==> config.mk <==
export PLATFORM = sky130hd
export DESIGN_NAME = imem_arbiter
export DESIGN_NICKNAME = d
export VERILOG_FILES = /design/src/rtl/imem_arbiter.sv
export SDC_FILE = /design/constraint.sdc
export NUM_CORES = 1
export LEC_CHECK = 0
export ABC_AREA = 1
export BUFFER_PORTS_ARGS = -buffer_cell sky130_fd_sc_hd__buf_4
export CORE_AREA = 2 2 97 99
export CTS_CLUSTER_DIAMETER = 150
export DETAILED_ROUTE_END_ITERATION = 8
export DIE_AREA = 0 0 99 101
export PLACE_DENSITY = 0.51
export SLEW_MARGIN = 20
export SYNTH_ARGS = -nofsm -noshare
export SYNTH_HDL_FRONTEND = slang
export SYNTH_SLANG_ARGS = --single-unit
==> constraint.sdc <==
create_clock -name i_clk -period 1.3 [get_ports i_clk]
set_input_delay 0.065 -clock i_clk [delete_from_list [all_inputs] [get_ports i_clk]]
set_output_delay 0.065 -clock i_clk [all_outputs]
set_load 0.1 [all_outputs]
==> src/rtl/imem_arbiter.sv <==
// -----------------------------------------------------------------------------
// imem_arbiter
//
// Arbitrates the single-port synchronous instruction memory between the
// pipeline fetch stage and the debug/program-loader port.
//
// Fetch wins by default. Debug is forced through in two cases:
//   - after STARVE_MAX consecutive denied cycles (starvation counter), or
//   - while it holds the lock (LOCKED state).
// Read data returns one cycle after the grant. It is steered to whichever
// requester was granted, using a registered {valid, owner} tag.
//
// Optional feature: define IMEM_ARB_WRITE_EN to enable debug writes.
// With the macro undefined, the debug port is read-only:
//   - i_d_we is ignored,
//   - o_m_we is 0,
//   - o_m_wdata is 0.
//
// Ports
//   i_clk, i_rst              clock, synchronous active-high reset
//   i_f_req/i_f_addr          fetch read request, byte address
//   o_f_gnt                   fetch accepted this cycle
//   o_f_rvalid/o_f_rdata      fetch read return (cycle after grant)
//   i_d_req/i_d_we/i_d_lock   debug request, write select, ownership lock
//   i_d_addr/i_d_wdata        debug byte address, write data
//   o_d_gnt                   debug accepted this cycle
//   o_d_rvalid/o_d_rdata      debug read return (cycle after grant)
//   o_m_en/o_m_we             memory enable / write enable
//   o_m_addr/o_m_wdata        memory word address / write data
//   i_m_rdata                 memory read data (cycle after read enable)
// -----------------------------------------------------------------------------
module imem_arbiter #(
    parameter int unsigned ADDR_W     = 11,
    parameter int unsigned STARVE_MAX = 4
) (
    input  logic              i_clk,
    input  logic              i_rst,
    input  logic              i_f_req,
    input  logic [31:0]       i_f_addr,
    output logic              o_f_gnt,
    output logic              o_f_rvalid,
    output logic [31:0]       o_f_rdata,
    input  logic              i_d_req,
    input  logic              i_d_we,
    input  logic              i_d_lock,
    input  logic [31:0]       i_d_addr,
    input  logic [31:0]       i_d_wdata,
    output logic              o_d_gnt,
    output logic              o_d_rvalid,
    output logic [31:0]       o_d_rdata,
    output logic              o_m_en,
    output logic              o_m_we,
    output logic [ADDR_W-1:0] o_m_addr,
    output logic [31:0]       o_m_wdata,
    input  logic [31:0]       i_m_rdata
);

    localparam int unsigned      CNT_W   = $clog2(STARVE_MAX + 1);
    localparam logic [CNT_W-1:0] CNT_MAX = CNT_W'(STARVE_MAX);

    typedef enum logic {
        ST_ARB,
        ST_LOCKED
    } state_e;

    state_e             state_q, state_d;
    logic [CNT_W-1:0]   wait_q, wait_d;
    logic               tag_vld_q, tag_vld_d;
    logic               tag_dbg_q, tag_dbg_d;

    logic               f_gnt, d_gnt;
    logic               d_we_eff;
    logic [31:0]        d_wdata_eff;
    logic [ADDR_W-1:0]  f_word, d_word;
    logic               unused_bits;

    assign f_word = i_f_addr[ADDR_W+1:2];
    assign d_word = i_d_addr[ADDR_W+1:2];

`ifdef IMEM_ARB_WRITE_EN
    assign d_we_eff    = i_d_we;
    assign d_wdata_eff = i_d_wdata;
    assign unused_bits = ^{i_f_addr[31:ADDR_W+2], i_f_addr[1:0],
                           i_d_addr[31:ADDR_W+2], i_d_addr[1:0]};
`else
    assign d_we_eff    = 1'b0;
    assign d_wdata_eff = '0;
    assign unused_bits = ^{i_f_addr[31:ADDR_W+2], i_f_addr[1:0],
                           i_d_addr[31:ADDR_W+2], i_d_addr[1:0],
                           i_d_we, i_d_wdata};
`endif

    // Grant / next-state logic. Reset suppresses all grants combinationally.
    always_comb begin
        f_gnt   = 1'b0;
        d_gnt   = 1'b0;
        state_d = state_q;
        wait_d  = wait_q;

        if (!i_rst) begin
            case (state_q)
                ST_ARB: begin
                    if (i_d_req && (!i_f_req || wait_q == CNT_MAX)) begin
                        d_gnt = 1'b1;
                    end else if (i_f_req) begin
                        f_gnt = 1'b1;
                    end
                    if (d_gnt && i_d_lock) begin
                        state_d = ST_LOCKED;
                    end
                end
                ST_LOCKED: begin
                    // The lock-drop cycle still blocks fetch.
                    d_gnt = i_d_req;
                    if (!i_d_lock) begin
                        state_d = ST_ARB;
                    end
                end
                default: state_d = ST_ARB;
            endcase
        end

        // Starvation counter saturates at STARVE_MAX.
        if (!i_d_req || d_gnt) begin
            wait_d = '0;
        end else if (wait_q != CNT_MAX) begin
            wait_d = wait_q + 1'b1;
        end
    end

    // Memory drive
    assign o_f_gnt   = f_gnt;
    assign o_d_gnt   = d_gnt;
    assign o_m_en    = f_gnt | d_gnt;
    assign o_m_we    = d_gnt & d_we_eff;
    assign o_m_addr  = d_gnt ? d_word : (f_gnt ? f_word : '0);
    assign o_m_wdata = d_gnt ? d_wdata_eff : '0;

    // Return tag: one entry, overwritten on every cycle.
    assign tag_vld_d = o_m_en & ~o_m_we;
    assign tag_dbg_d = d_gnt;

    always_ff @(posedge i_clk) begin
        if (i_rst) begin
            state_q   <= ST_ARB;
            wait_q    <= '0;
            tag_vld_q <= 1'b0;
            tag_dbg_q <= 1'b0;
        end else begin
            state_q   <= state_d;
            wait_q    <= wait_d;
            tag_vld_q <= tag_vld_d;
            tag_dbg_q <= tag_dbg_d;
        end
    end

    assign o_f_rvalid = tag_vld_q & ~tag_dbg_q;
    assign o_d_rvalid = tag_vld_q &  tag_dbg_q;
    assign o_f_rdata  = o_f_rvalid ? i_m_rdata : '0;
    assign o_d_rdata  = o_d_rvalid ? i_m_rdata : '0;

endmodule
* Word level (Yosys, flattened, before mapping) *
Index checks and enable logic that the tools add are counted.

storage, ports and cells
  flip-flop bits (word level) = 6
  input bits = 134
  word-level logic and storage cells = 35
  output and inout bits = 113

operators by class
  reductions and logical operators = 7
  bitwise gates (word level) = 5
  eq/ne operators = 2
  $add $sub $neg = 1
  muxes and demuxes = 16

operator list
  operator             number
  $mux 32              2
  $mux 11              2
  $mux 1               10
  $pmux 1 s2           2
  $add 3x1->3 const B  1
  $eq 3x3->1 const B   1
  $ne 3x3->1 const B   1
  $and 1x1->1          2
  $logic_and 1x1->1    2
  $logic_not 1->1      2
  $logic_or 1x1->1     2
  $not 1->1            2
  $reduce_or 2->1      1
  $or 1x1->1           1

* Depth between registers and ports, before layout *
  depth after elaboration = 10
  gate-level depth with buffers = 8
  gate-level depth less buffers = 7

* Least setup slack after synthesis *
Ideal clock, no wire load.

  kind = register to output
  from = register tag_vld_q
  to = output port o_f_rdata[10]
  slack = -1.501 ns
  arrival time = 2.736 ns
  cell stages (with the launch flop) = 6
  path through = dfxtp_1 > inv_1 > nor2_2 > inv_2 > buf_2 > nor2_1

on the way
  word-level cells in the longest chain between the ends = 2

RTL lines
  item                      line  RTL
  start: declaration        68    logic tag_vld_q, tag_vld_d;
  start signal: assignment  152   tag_vld_q <= tag_vld_d;
  $and 1x1->1               157   assign o_f_rvalid = tag_vld_q & ~tag_dbg_q;
  net o_f_rvalid            41    output logic o_f_rvalid,
  $mux 32                   159   assign o_f_rdata = o_f_rvalid ? i_m_rdata : '0;
  end: declaration          42    output logic [31:0] o_f_rdata,

The timed path passes the listed nets, and every way through them passes these cells.

* Worst setup path in the final report *
  from = register wait_q[0]
  to = output port o_m_addr[2]

on the way
  word-level cells in the longest chain between the ends = 9
  elaborated cells on any way between the ends = 13
  classes of those cells = eq/ne: 1; mux: 10; reduce/logical: 2

RTL lines
  item                      line  RTL
  start: declaration        67    logic [CNT_W-1:0] wait_q, wait_d;
  start signal: assignment  151   wait_q <= wait_d;
  $eq 3x3->1 *              103   if (i_d_req && (!i_f_req || wait_q == CNT_MAX)) begin
  $logic_or 1x1->1 *        103
  $logic_and 1x1->1 *       103
  $mux 1                    103
  $mux 1                    101   case (state_q)
  $mux 1                    100   if (!i_rst) begin
  $pmux 1 s2                101
  $mux 1                    100
  $mux 11 *                 136   assign o_m_addr = d_gnt ? d_word : (f_gnt ? f_word : '0);
  end: declaration          53    output logic [ADDR_W-1:0] o_m_addr,

Every way passes the cells marked *; elsewhere a longest branch is shown, timed or not. The select of a mux whose other input is x is not followed.

==> flow_summary.ini <==
[clocking]
clk_latency_ns = 0.22
clkTransAtPathRegs_ns = 0.04
cts_hold_buffers = 0
htreeDepth = 1
cts_buffers = 3
clock_path_buffers = 2
cts_tree = done
clock-sinks = 6
cts_root_buf = clkbuf_8

[global_routing]
grt_pass1_vias = 1910
grt_start_max_net_pins = 14
grt_pass1_wl_mm = 9.56
grt_usage_pct = 11.8
grt.overflow.total = 0
antenna_found_initial = 0

[routing]
drt_iter0_markers = 9
routed_wl_mm = 6.21
drtPass1Iterations = 2
wl_per_cell_um = 12.9
vias = 1778
final_antenna_net_count = 0
routed_via_density = 3.68
drc = 0

[final_layout]
diodes = 0
drive_gt1_share_pct = 78.0
utilization_pct = 50.3
fin_cells = 483
fin_area_sq_um = 4510
finalNetCount = 510
areaGrowthSynthToFinish_pct = 276
fill_cells = 791

[synth]
yosysWarningCount = 0
synth-main-ff-cell = dfxtp_1
async_flop_share_pct = 0
post_synth_num_cell_types = 21
yosysSeqAreaShare_pct = 10.0
synth_edf_count = 0
netlist_area_sq_um = 1200
synthMostInstantiatedCell = nor2_1
synth-seq-cells = 6
synth_top_cell_by_area = buf_4
synth_common_cells = 66 x nor2_1, 40 x inv_1, 34 x buf_4, 18 x nand2_1, 14 x nand3_1
synth_cells = 213
synth_top_cell_area_share_pct = 21.3
syn_avg_cell_area_sq_um = 5.64
synth_area_leaders = buf_4 21%, nor2_1 21%, inv_1 13%

[status]
status = finished, violations left
violations = setup timing

[placement]
hpwl_mm = 4.49
port_buffers = 138
dp.cells = 468
dpl_cell_area_sq_um = 3270
place.gp.congestion = 0.750

[sta]
slew_violations = 0
finalSetupViolCount = 50
fin_crit_ns = 1.55
finalCritPeriodShare_pct = 119
tns_ns = -6.34
rsz0062_at_grt = true
hold_viol = 0
worst_clock_skew_ns = 0.00355
clock.fmax_mhz = 646
hold_ws_ns = 0.0500
setup_ws_ns = -0.249

[setup_path]
crit_arrival_ns = 1.48
worst_setup_path_start_kind = flop
worstPathRequired_ns = 1.24
crit_type = flop to output pin
rr_worst_depth = 10
cp-end-kind = output pin
path_max_fanout = 6

[floorplanning]
die_y_um = 101
num_rows = 35
core-area_sq_um = 8980
initial_utilization_pct = 13.4
die-area_sq_um = 10000
fp.dieW_um = 99
io_pins = 247

[job]
drv_cap = 0

[min_path]
hold_depth = 2
hold_class = input pin to flop

[pwr]
ir_worst_vdd_v = 0.000318
p_leak_uw = 0.00193
p_per_area_nw_per_um2 = 635
==> registers in the layout, indices dropped and copies added, names as in the netlist <==
signal and flops:
wait_q 3, state_q 1, tag_dbg_q 1, tag_vld_q 1
==> worst max-delay path, cell delays in order, from the launching register on <==
cell and delay [ns]:
dfxtp_2 0.32, inv_2 0.04, ha_4 0.16, nand2_4 0.06, nand3_4 0.09, nand2_4 0.11, buf_12 0.15, nand3_4 0.09
nand2_8 0.08, buf_12 0.16
==> where the power goes <==
part / switching [uW] / internal (uW) / leakage [uW]
logic: 1650 / 756 / 0.00186
clock network: 69.9 / 198 / 0.0000216
registers: 4.74 / 192 / 0.0000509
total: 1720 / 1150 / 0.00193
==> what timing repair did <==
action	4_1_cts	5_1_grt
endpoints found under the hold margin	0	0
buffers inserted	6	5
gates resized for setup	242	13
pin swaps	27	11
gates cloned	5	0
endpoints found under the setup margin	77	80
==> final timing paths <==
kind	startpoint	endpoint	slack, ns
max	wait_q[0]	o_m_addr[2]	-0.25
min	i_rst	state_q	0.05
max reg2reg	wait_q[0]	tag_vld_q	-0.04
min reg2reg	wait_q[0]	wait_q[0]	0.50
==> through the flow <==
step	setup WS, ns	total power [uW]
final	-0.249	2870
after CTS	-0.267	2870
after detailed placement	-0.167	2200
after floorplan	-0.496	1880
after global routing	-0.323	2960
after global placement	-0.154	2200
==> cell type report <==
cell class / instances / area [sq um] / share of cell area (%)
well taps: 111 / 139 / 3.08
clock buffers: 3 / 41.3 / 0.915
inverters: 43 / 174 / 3.85
repair buffers: 167 / 2470 / 54.8
multi-input cells: 153 / 1560 / 34.6
flip-flops and latches: 6 / 128 / 2.83
==> metal layers <==
layer	track usage (%)	part of all wire (%)	routed length [um]	vias up
li1	-	-	-	874
met1	11.3	30	1870	803
met2	24.6	59	3670	99
met3	4.16	10	647	2
met4	1.48	0.42	26	0
met5	0	0	0	-
==> placed cells by master (no fill, tap or decap) <==
cell type,count
buf_12,91
buf_4,68
nor2_4,66
inv_1,34
conb_1,33
nand2_8,11
nand3_4,11
nand3_2,11
inv_2,6
nand2_4,6
buf_6,5
nand2_1,3
nand3_1,3
clkbuf_8,3
buf_16,3
dfxtp_2,3
clkinvlp_4,2
nor2_1,2
a21oi_1,2
dfxtp_1,2
clkinv_4,1
nor2_2,1
xnor2_1,1
nand4_1,1
ha_4,1
ha_1,1
dfxtp_4,1
==> kinds of logic (layout without fill, tap and decap cells) <==
| kind of cell | after synthesis | after routing | synth area share (%) |
|---|---|---|---|
| AOI/OAI and AO/OA | 2 | 2 | 0.833 |
| xor gates and xnor gates | 1 | 1 | 0.729 |
| adders and majority gates | 2 | 2 | 2.08 |
| buffers and inverters | 86 | 213 | 40.2 |
| DFF | 6 | 6 | 10.0 |
| other | 1 | 33 | 0.312 |
| and+or+nand+nor | 115 | 115 | 45.8 |
No activity file was read; power rests on OpenSTA's default activity.
